**src/rtl/shift_deser8.sv**
```systemverilog
// Serial-to-parallel receiver: assembles MSB- or LSB-first bits into a word and
// hands each completed word to a single-entry valid/ready output buffer.
module shift_deser8 #(
   parameter int WIDTH = 8,
   parameter int CNT_W = 3
) (
   input  logic             clk,
   input  logic             reset,
   input  logic             enable,
   input  logic             serial_in,
   input  logic [1:0]       shift_direction,
   output logic [WIDTH-1:0] data_out,
   output logic             data_valid,
   input  logic             data_ready,
   output logic             overrun,
   output logic [CNT_W-1:0] bit_count
);

   typedef enum logic {
      ST_EMPTY = 1'b0,
      ST_FULL  = 1'b1
   } state_t;

   localparam logic [CNT_W-1:0] LAST_CNT = CNT_W'(WIDTH - 1);

   logic [WIDTH-1:0] sreg_q, sreg_d;
   logic [CNT_W-1:0] cnt_q, cnt_d;
   state_t           state_q, state_d;
   logic [WIDTH-1:0] data_q, data_d;
   logic             ovr_q, ovr_d;
   logic             accept_s, resync_s, complete_s;

   // Decode the bit strobe into accept / resync / word-complete events.
   always_comb begin
      accept_s   = enable && ((shift_direction == 2'b00) || (shift_direction == 2'b10));
      resync_s   = enable && (shift_direction == 2'b11);
      complete_s = accept_s && (cnt_q == LAST_CNT);
   end

   // Shift register and bit counter next state.
   always_comb begin
      sreg_d = sreg_q;
      cnt_d  = cnt_q;
      if (resync_s) begin
         sreg_d = {WIDTH{1'b0}};
         cnt_d  = {CNT_W{1'b0}};
      end else if (accept_s) begin
         if (shift_direction[1] == 1'b0) begin
            sreg_d = {sreg_q[WIDTH-2:0], serial_in};
         end else begin
            sreg_d = {serial_in, sreg_q[WIDTH-1:1]};
         end
         if (cnt_q == LAST_CNT) begin
            cnt_d = {CNT_W{1'b0}};
         end else begin
            cnt_d = cnt_q + CNT_W'(1);
         end
      end else begin
         sreg_d = sreg_q;
         cnt_d  = cnt_q;
      end
   end

   // Shift register and bit counter state.
   always_ff @(posedge clk or posedge reset) begin
      if (reset) begin
         sreg_q <= {WIDTH{1'b0}};
         cnt_q  <= {CNT_W{1'b0}};
      end else begin
         sreg_q <= sreg_d;
         cnt_q  <= cnt_d;
      end
   end

   // Output buffer FSM: state register.
   always_ff @(posedge clk or posedge reset) begin
      if (reset) begin
         state_q <= ST_EMPTY;
         data_q  <= {WIDTH{1'b0}};
         ovr_q   <= 1'b0;
      end else begin
         state_q <= state_d;
         data_q  <= data_d;
         ovr_q   <= ovr_d;
      end
   end

   // Output buffer FSM: next-state logic.
   always_comb begin
      state_d = state_q;
      case (state_q)
         ST_EMPTY: begin
            if (complete_s) begin
               state_d = ST_FULL;
            end else begin
               state_d = ST_EMPTY;
            end
         end
         ST_FULL: begin
            if (data_ready && !complete_s) begin
               state_d = ST_EMPTY;
            end else begin
               state_d = ST_FULL;
            end
         end
         default: state_d = ST_EMPTY;
      endcase
   end

   // Output buffer FSM: buffer load and overrun pulse; a full buffer that is
   // not being drained drops the new word rather than overwriting.
   always_comb begin
      data_d = data_q;
      ovr_d  = 1'b0;
      case (state_q)
         ST_EMPTY: begin
            if (complete_s) begin
               data_d = sreg_d;
            end else begin
               data_d = data_q;
            end
         end
         ST_FULL: begin
            if (complete_s && data_ready) begin
               data_d = sreg_d;
            end else if (complete_s) begin
               ovr_d = 1'b1;
            end else begin
               data_d = data_q;
            end
         end
         default: begin
            data_d = data_q;
            ovr_d  = 1'b0;
         end
      endcase
   end

   assign data_out   = data_q;
   assign data_valid = (state_q == ST_FULL);
   assign overrun    = ovr_q;
   assign bit_count  = cnt_q;

endmodule
```
**config.mk**
```make
export PLATFORM = sky130hd
export DESIGN_NAME = shift_deser8
export DESIGN_NICKNAME = d
export VERILOG_FILES = /design/src/rtl/shift_deser8.sv
export SDC_FILE = /design/constraint.sdc
export NUM_CORES = 1
export LEC_CHECK = 0
export ABC_AREA = 1
export CORE_MARGIN = 2
export CORE_UTILIZATION = 49
export CTS_CLUSTER_DIAMETER = 50
export DETAILED_ROUTE_END_ITERATION = 10
export HOLD_SLACK_MARGIN = 0.15
export PLACE_DENSITY = 0.88
export SLEW_MARGIN = 20
export SYNTH_ARGS = -nofsm -noshare
export SYNTH_HDL_FRONTEND = slang
export SYNTH_SLANG_ARGS = --single-unit
```
**constraint.sdc**
```tcl
create_clock -name clk -period 1.3 [get_ports clk]
set_input_delay 0.26 -clock clk [delete_from_list [all_inputs] [get_ports clk]]
set_output_delay 0.26 -clock clk [all_outputs]
set_load 0.03 [all_outputs]
```
### Word level (Yosys, flattened, before mapping)

Cells that the tools add are included.

| storage, ports and cells | value |
|---|---|
| register bits | 21 |
| input port bits | 7 |
| logic and storage cells | 36 |

| operators by class | value |
|---|---|
| $add $sub $neg | 1 |
| eq/ne operators | 5 |
| muxes and demuxes | 14 |
| bitwise gates (word level) | 1 |
| reductions and logical operators | 10 |

Operators by type and width:

| cell | number |
|---|---|
| 8-bit two-way mux | 5 |
| 8-bit case mux with 2 select lines | 1 |
| 3-bit two-way mux | 3 |
| 1-bit logical AND | 5 |
| 2-bit == test, second input constant | 2 |
| 1-bit two-way mux | 4 |
| 3-bit by 1-bit adder with 3-bit output, second input constant | 1 |
| 3-bit == test, second input constant | 1 |
| 2-bit logical NOT | 1 |
| 2-bit by 1-bit != test with 1-bit output, second input constant | 1 |
| 2-bit != test, second input constant | 1 |
| 1-bit case mux with 2 select lines | 1 |
| 2-bit AND reduction | 1 |
| 2-bit nonzero test | 1 |
| 1-bit logical NOT | 1 |
| 1-bit logical OR | 1 |
| 1-bit NOT | 1 |

### Depth between registers and ports, before layout

Gate-level depths: netlist (run 1).

| depth | value |
|---|---|
| word-level depth | 8 |
| gate-level depth with buffers | 8 |
| gate-level depth less buffers | 7 |

### Worst setup path after synthesis (run 1)

Ideal clock, no wire load.

| timing path | value |
|---|---|
| path kind | flip-flop to flip-flop |
| start | register cnt_q[0], in the netlist bit_count[0] |
| end | register data_q[0], in the netlist data_out[0] |
| arrival time | 1.229 ns |
| setup slack | -0.046 ns |
| cell stages (with the launch flop) | 7 |
| cell sequence | dfrtp_1 -> ha_1 -> ha_1 -> nand2_1 -> nor2_4 -> nand2_1 -> nand2_1 |

| on the way | value |
|---|---|
| cells in the longest elaborated chain, start to end | 5 |
| elaborated cells between the ends (all ways) | 6 |

Ends and longest elaborated chain:

| item | RTL line | source |
|---|---|---|
| from (decl) | 27 | `logic [CNT_W-1:0] cnt_q, cnt_d;` |
| from (signal assigned) | 68 | `cnt_q <= {CNT_W{1'b0}};` |
| from (signal assigned) | 71 | `cnt_q <= cnt_d;` |
| 3-bit == test (*) | 37 | `complete_s = accept_s && (cnt_q == LAST_CNT);` |
| 1-bit logical AND (*) | 37 |  |
| 1-bit logical AND | 124 | `if (complete_s && data_ready) begin` |
| 2-bit by 1-bit != test with 1-bit output (no line) | n/a |  |
| 2-bit AND reduction (no line) (*) | n/a |  |
| to (signal assigned) | 79 | `data_q <= {WIDTH{1'b0}};` |
| to (signal assigned) | 83 | `data_q <= data_d;` |
| to (decl) | 29 | `logic [WIDTH-1:0] data_q, data_d;` |

Every way passes the cells marked *; elsewhere a longest branch is shown, timed or not.
A chain may end at the register's enable or synchronous reset.

### Final worst setup path (run 1)

| timing path | value |
|---|---|
| start | register cnt_q[0], in the netlist bit_count[0] |
| end | output bit_count[0] |

RTL lines:

| item | RTL line | source |
|---|---|---|
| to (decl) | 16 | `output logic [CNT_W-1:0] bit_count` |

No word-level cell between the ends.

==> results of run 1 <==
-- timing repair --
| item | 4_1_cts | 5_1_grt |
|---|---|---|
| setup buffers | 0 | 0 |
| pin swaps | 0 | 0 |
| gates resized for setup | 14 | 6 |
| setup endpoints to repair | 6 | 12 |
| hold buffers | 0 | 0 |
-- cell families (layout without fill, tap and decap cells) --
| logic type | Yosys count | after routing | share of synthesized area (%) |
|---|---|---|---|
| compound gates | 2 | 2 | 1.28 |
| fa+ha+maj | 2 | 2 | 2.56 |
| buf+inv | 10 | 37 | 5.75 |
| flops | 21 | 21 | 53.7 |
| simple gates | 88 | 88 | 36.7 |
-- critical path: stages, from the launching register on --
cell	delay, ns
dfrtp_2	0.42
buf_4	0.14
buf_6	0.13
-- placed cells by master (no fill, tap or decap) --
cell and instances:
buf_2 1, nand2_1 72, o21a_1 1, nand3_2 1
clkbuf_4 3, ha_1 2, nor2_1 2, nor2_4 2
inv_1 6, dfrtp_2 2, nand3_1 10, clkdlybuf4s15_2 3
clkinv_2 1, dfrtp_1 19, clkbuf_2 1, nand2_2 1
o21ai_0 1, buf_4 15, clkdlybuf4s50_1 6, buf_6 1
-- area by class of cell --
type	count	share of cell area, %
sequential	21	42.5
multi-input combinational	92	32.5
timing repair buffer	27	18.3
tap	27	2.72
clock buffer	3	1.81
inverter	6	1.81
clock inverter	1	0.402
-- power breakdown --
part,switching (W),internal [W],total [W]
logic,0.000210,0.000148,0.000358
registers,0.0000381,0.000708,0.000746
clock network,0.000190,0.000115,0.000305
total,0.000438,0.000971,0.00141
-- per-layer routing --
layer  vias to the layer above  global-route usage (%)  wire [um]
met2                        23                    28.1        887
met4                         0                    15.7         93
met3                         7                    2.78         84
met1                       388                    24.5        898
met5                         -                       0          0
li1                        432                       -          -
-- flip-flops by register name, summed over array words and instances, names as in the netlist --
register    count
data_out        8
bit_count       3
sreg_q          8
overrun         1
data_valid      1
-- worst min path at each step --
| stage | end | from | depth (start not counted) |
|---|---|---|---|
| 6_report | sreg_q[5] | reset | 3 |
| 5_1_grt | sreg_q[5] | reset | 3 |
| 4_1_cts | sreg_q[6] | reset | 3 |
| 3_5_place_dp | data_out[5] | data_out[5] | 2 |
| 3_3_place_gp | data_out[1] | data_out[1] | 2 |
| 2_1_floorplan | bit_count[2] | reset | 1 |
-- metrics by stage --
stage,hold WS (ns),power [W],setup WS [ns],util [%]
final,0.286,0.00141,0.0484,64.7
after global routing,0.319,0.00149,0.00227,64.7
after global placement,0.467,0.00109,-0.204,63.0
after CTS,0.295,0.00142,0.00226,64.9
after detailed placement,0.464,0.00111,-0.235,63.0
after floorplan,0.236,0.000964,0.00511,-
==> run_results.csv, run 1 <==
group,metric,value,unit
clock_network,clock_path_buffers,2,
logic_synthesis,synthTopCellsByCount,"nand2_1 (73), dfrtp_1 (21), nand3_1 (11)",
worst_setup_path,worstSetupPathType,"reg -> out",
logic_synthesis,synth_cell_type_count,11,
worst_setup_path,r2r_end,"data_out[4]",
floorplanning,die_h,48.7,um
sta,slew-limit-headroom,78.0,%
clock_network,cts_buffers,3,
logic_synthesis,yosysWarnings,0,
worst_setup_path,critPathCaptureType,"primary output",
cells_and_area,num_antenna_cells,0,
worst_setup_path,rr_worst_depth,6,
placement,gp_congestion,0.866,
logic_synthesis,synth-edff-count,0,
cells_and_area,design_area,1240,um^2
floorplanning,dieArea,2370,um^2
cells_and_area,areaGrowthSynthToFinish,27.1,%
cells_and_area,fin_cells,177,
logic_synthesis,syn_inst,123,
sta,finalSetupViolations,0,
clock_network,root_buffer,"clkbuf_4",
worst_setup_path,cp-startpoint,"bit_count[0]",
cells_and_area,multi_input_area,404,um^2
job,drv_cap,0,
sta,rsz0062_at_grt,"no",
logic_synthesis,synth_top_flop_cell,"dfrtp_1",
sta,min_period_over_period,96.3,%
worst_setup_path,critPathMaxFanout,3,
global_route,grt_pass1_vias,803,
sta,worst_pin_slew,0.330,ns
placement,place_inst,173,
logic_synthesis,yosys.area.top_type,"dfrtp_1",
logic_synthesis,synthMostInstantiatedCell,"nand2_1",
worst_setup_path,r2r_slack,0.06,ns
floorplanning,initial_core_util,50.9,%
drt,drt_iter0_markers,22,
drt,drc,0,
global_route,grt_max_degree,22,
worst_setup_path,r2r-start,"bit_count[0]",
floorplanning,die_x,48.7,um
power,powerDensity,1130,nW/um^2
sta,post-route-min-period,1.25,ns
placement,numPortBuffers,19,
power,ir_worst_vdd,918,uV
drt,drtAntennaViolNets,0,
worst_setup_path,arrival,0.99,ns
sta,setup_tns,0,ns
drt,drt-wirelength-per-cell,11.1,um
logic_synthesis,synth_area_leaders,"dfrtp_1 (54%), nand2_1 (28%), nand3_1 (5.6%), ha_1 (2.6%), buf_4 (2.3%)",
global_route,grt_overflow_total,0,
clock_network,h-tree-depth,1,
cells_and_area,nets,160,
drt,wirelength,1.96,mm
logic_synthesis,synth-seq-area-share,53.7,%
placement,dp_hpwl,1.50,mm
sta,hold_viol_final,0,
clock_network,tritoncts,"done",
worst_setup_path,endpoint,"bit_count[0]",
sta,max_freq,799,MHz
placement,dpl-instance-area,1210,um^2
floorplanning,rows,16,
worst_setup_path,critical_path_required,1.04,ns
worst_setup_path,start_kind,"register",
sta,skew,0.00390,ns
global_route,grt_pass1_wl,3.37,mm
cells_and_area,drive_gt1_share,20.7,%
logic_synthesis,avgSynthCellArea,7.95,um^2
drt,drt_first_pass_iters,4,
clock_network,clk-insertion-delay-late,0.31,ns
drt,vias,850,
global_route,antenna_found_initial,0,
drt,post_drt_via_cell_ratio,4.80,
clock_network,clkSinkCount,21,
floorplanning,ioPinCount,20,
logic_synthesis,syn_nets,132,
worst_hold_path,min_path_type,"in -> async",
logic_synthesis,synth_area,978,um^2
cells_and_area,fillCellCount,155,
run_status,outcome,"completed",
logic_synthesis,yosysTopAreaCellShare,53.7,%
global_route,grtUsageTotal,18.9,%
clock_network,clkTransAtPathRegs,0.11,ns
logic_synthesis,synthArstFlopShare,100,%
cells_and_area,regArea,528,um^2
logic_synthesis,synth-seq-cells,21,
sta,maxSlewViolCount,0,
floorplanning,core-area,1920,um^2
power,leakage,0.715,nW
Power figures use the tool's default switching activity.
==> run 2, diff against run 1 <==
--- a/config.mk
+++ b/config.mk
@@ -16,3 +16,4 @@
 export SYNTH_ARGS = -nofsm -noshare
 export SYNTH_HDL_FRONTEND = slang
 export SYNTH_SLANG_ARGS = --single-unit
+export TNS_END_PERCENT = 30
==> run_results.csv, run 2 (synthesis gave the netlist of run 1 again) <==
group,metric,value,unit
sta,maxSlewViolCount,0,
cells_and_area,drive_gt1_share,20.7,%
sta,rsz0062_at_grt,"yes",
worst_setup_path,r2r_slack,0.06,ns
sta,worst_pin_slew,0.330,ns
power,ir_worst_vdd,918,uV
placement,place_inst,173,
placement,dpl-instance-area,1210,um^2
floorplanning,rows,16,
drt,post_drt_via_cell_ratio,4.80,
power,powerDensity,1130,nW/um^2
worst_setup_path,cp_slowest_cell,"dfrtp_1",
clock_network,cts_buffers,3,
cells_and_area,nets,160,
job,drv_cap,0,
placement,dp_hpwl,1.50,mm
worst_setup_path,r2r_end,"data_out[4]",
worst_setup_path,worstSetupPathType,"reg -> out",
sta,slew-limit-headroom,78.0,%
floorplanning,die_x,48.7,um
sta,timing.hold.ws,0.286,ns
power,switching_share,31.1,%
sta,min_period_over_period,97.0,%
sta,skew,0.00392,ns
clock_network,cts_hold_buf,0,
worst_setup_path,critical_path_required,1.04,ns
clock_network,clk-insertion-delay-late,0.31,ns
clock_network,clkSinkCount,21,
drt,drt_first_pass_iters,4,
power,power,0.00141,W
global_route,grt_max_degree,22,
cells_and_area,num_antenna_cells,0,
sta,finalSetupViolations,0,
drt,drt_iter0_markers,22,
worst_hold_path,min_path_type,"in -> async",
worst_setup_path,endpoint,"data_out[6]",
cells_and_area,multi_input_area,404,um^2
cells_and_area,fillCellCount,156,
worst_setup_path,rr_worst_depth,6,
drt,vias,850,
worst_setup_path,r2r-start,"bit_count[0]",
clock_network,root_buffer,"clkbuf_4",
placement,numPortBuffers,19,
worst_setup_path,cp_top_family,"flip-flops",
cells_and_area,final_common_cell,"nand2_1",
worst_setup_path,cp.depth,1,
global_route,antenna_found_initial,0,
sta,post-route-min-period,1.26,ns
power,power.switching,0.000438,W
clock_network,post_cts_resized,14,
floorplanning,die_h,48.7,um
worst_setup_path,start_kind,"register",
global_route,grt_overflow_total,0,
worst_setup_path,worstPathCellList,"clkdlybuf4s15_2",
clock_network,h-tree-depth,1,
power,sequentialPowerShare,53.0,%
worst_setup_path,cpPeakStageDelay,0.41,ns
clock_network,cts_setup_buffers,0,
run_status,outcome,"completed",
cells_and_area,mostFrequentLayoutCells,"nand2_1 (72), dfrtp_1 (19), buf_4 (15)",
drt,wirelength,1.97,mm
worst_setup_path,critPathMaxFanout,2,
clock_network,tritoncts,"done",
floorplanning,core-area,1920,um^2
power,leakage,0.713,nW
floorplanning,ioPinCount,20,
drt,drtAntennaViolNets,0,
cells_and_area,design_area,1250,um^2
clock_network,clkTransAtPathRegs,0.11,ns
drt,drt-wirelength-per-cell,11.1,um
power,intPower,0.000972,W
sta,max_freq,793,MHz
worst_setup_path,critPathBufInv,1,
power,pwr-share-clk,21.6,%
cells_and_area,fin_cells,177,
sta,setup_tns,0,ns
placement,gp_congestion,0.866,
global_route,grt_pass1_wl,3.37,mm
cells_and_area,areaGrowthSynthToFinish,27.7,%
global_route,grtUsageTotal,18.9,%
cells_and_area,regArea,528,um^2
worst_setup_path,arrival,1.00,ns
clock_network,clock_path_buffers,2,
sta,hold_viol_final,0,
worst_setup_path,cp-startpoint,"data_out[6]",
drt,drc,0,
global_route,grt_pass1_vias,803,
floorplanning,dieArea,2370,um^2
power,p_comb_share,25.4,%
worst_setup_path,critPathCaptureType,"primary output",
floorplanning,initial_core_util,50.9,%
run 2: cell types whose count changed in the layout (fill, tap and decap cells not counted):
cell and delta:
clkdlybuf4s15_2 +1, buf_2 -1
run 2: worst min path at each step:
stage	startpoint	end	slack, ns	depth (start not counted)
2_1_floorplan	reset	bit_count[2]	0.24	1
3_3_place_gp	data_out[1]	data_out[1]	0.47	2
3_5_place_dp	data_out[5]	data_out[5]	0.46	2
4_1_cts	reset	sreg_q[6]	0.30	3
5_1_grt	reset	sreg_q[5]	0.32	3
6_report	reset	sreg_q[5]	0.29	3
run 2: power by group through the flow:
stage                     combinational (W)  sequential [W]  clock [W]
final                              0.000358        0.000747   0.000305
after global routing               0.000392        0.000752   0.000347
after CTS                          0.000353        0.000745   0.000320
after detailed placement           0.000353        0.000758          0
after global placement             0.000340        0.000754          0
after floorplan                    0.000122        0.000843          0
run 2: cell type report:
cell class / instances / share of cell area (%)
Timing Repair Buffer: 27 / 18.7
Clock inverter: 1 / 0.400
Tap cell: 27 / 2.70
Clock buffer: 3 / 1.80
Multi-Input combinational cell: 92 / 32.3
Sequential cell: 21 / 42.2
Inverter: 6 / 1.80
run 2: metal layers:
metal / vias up / part of all wire [%] / track usage [%]
li1: 432 / - / -
met2: 23 / 45 / 28.1
met5: - / 0 / 0
met4: 0 / 4.7 / 15.7
met1: 388 / 46 / 24.5
met3: 7 / 4.1 / 2.78
run 2: per-stage QoR:
| stage | setup slack (ns) | util, % |
|---|---|---|
| after CTS | 0.00226 | 64.9 |
| after floorplan | 0.00511 | - |
| final | 0.0391 | 65.0 |
| after detailed placement | -0.235 | 63.0 |
| after global routing | -0.00181 | 65.0 |
| after global placement | -0.204 | 63.0 |
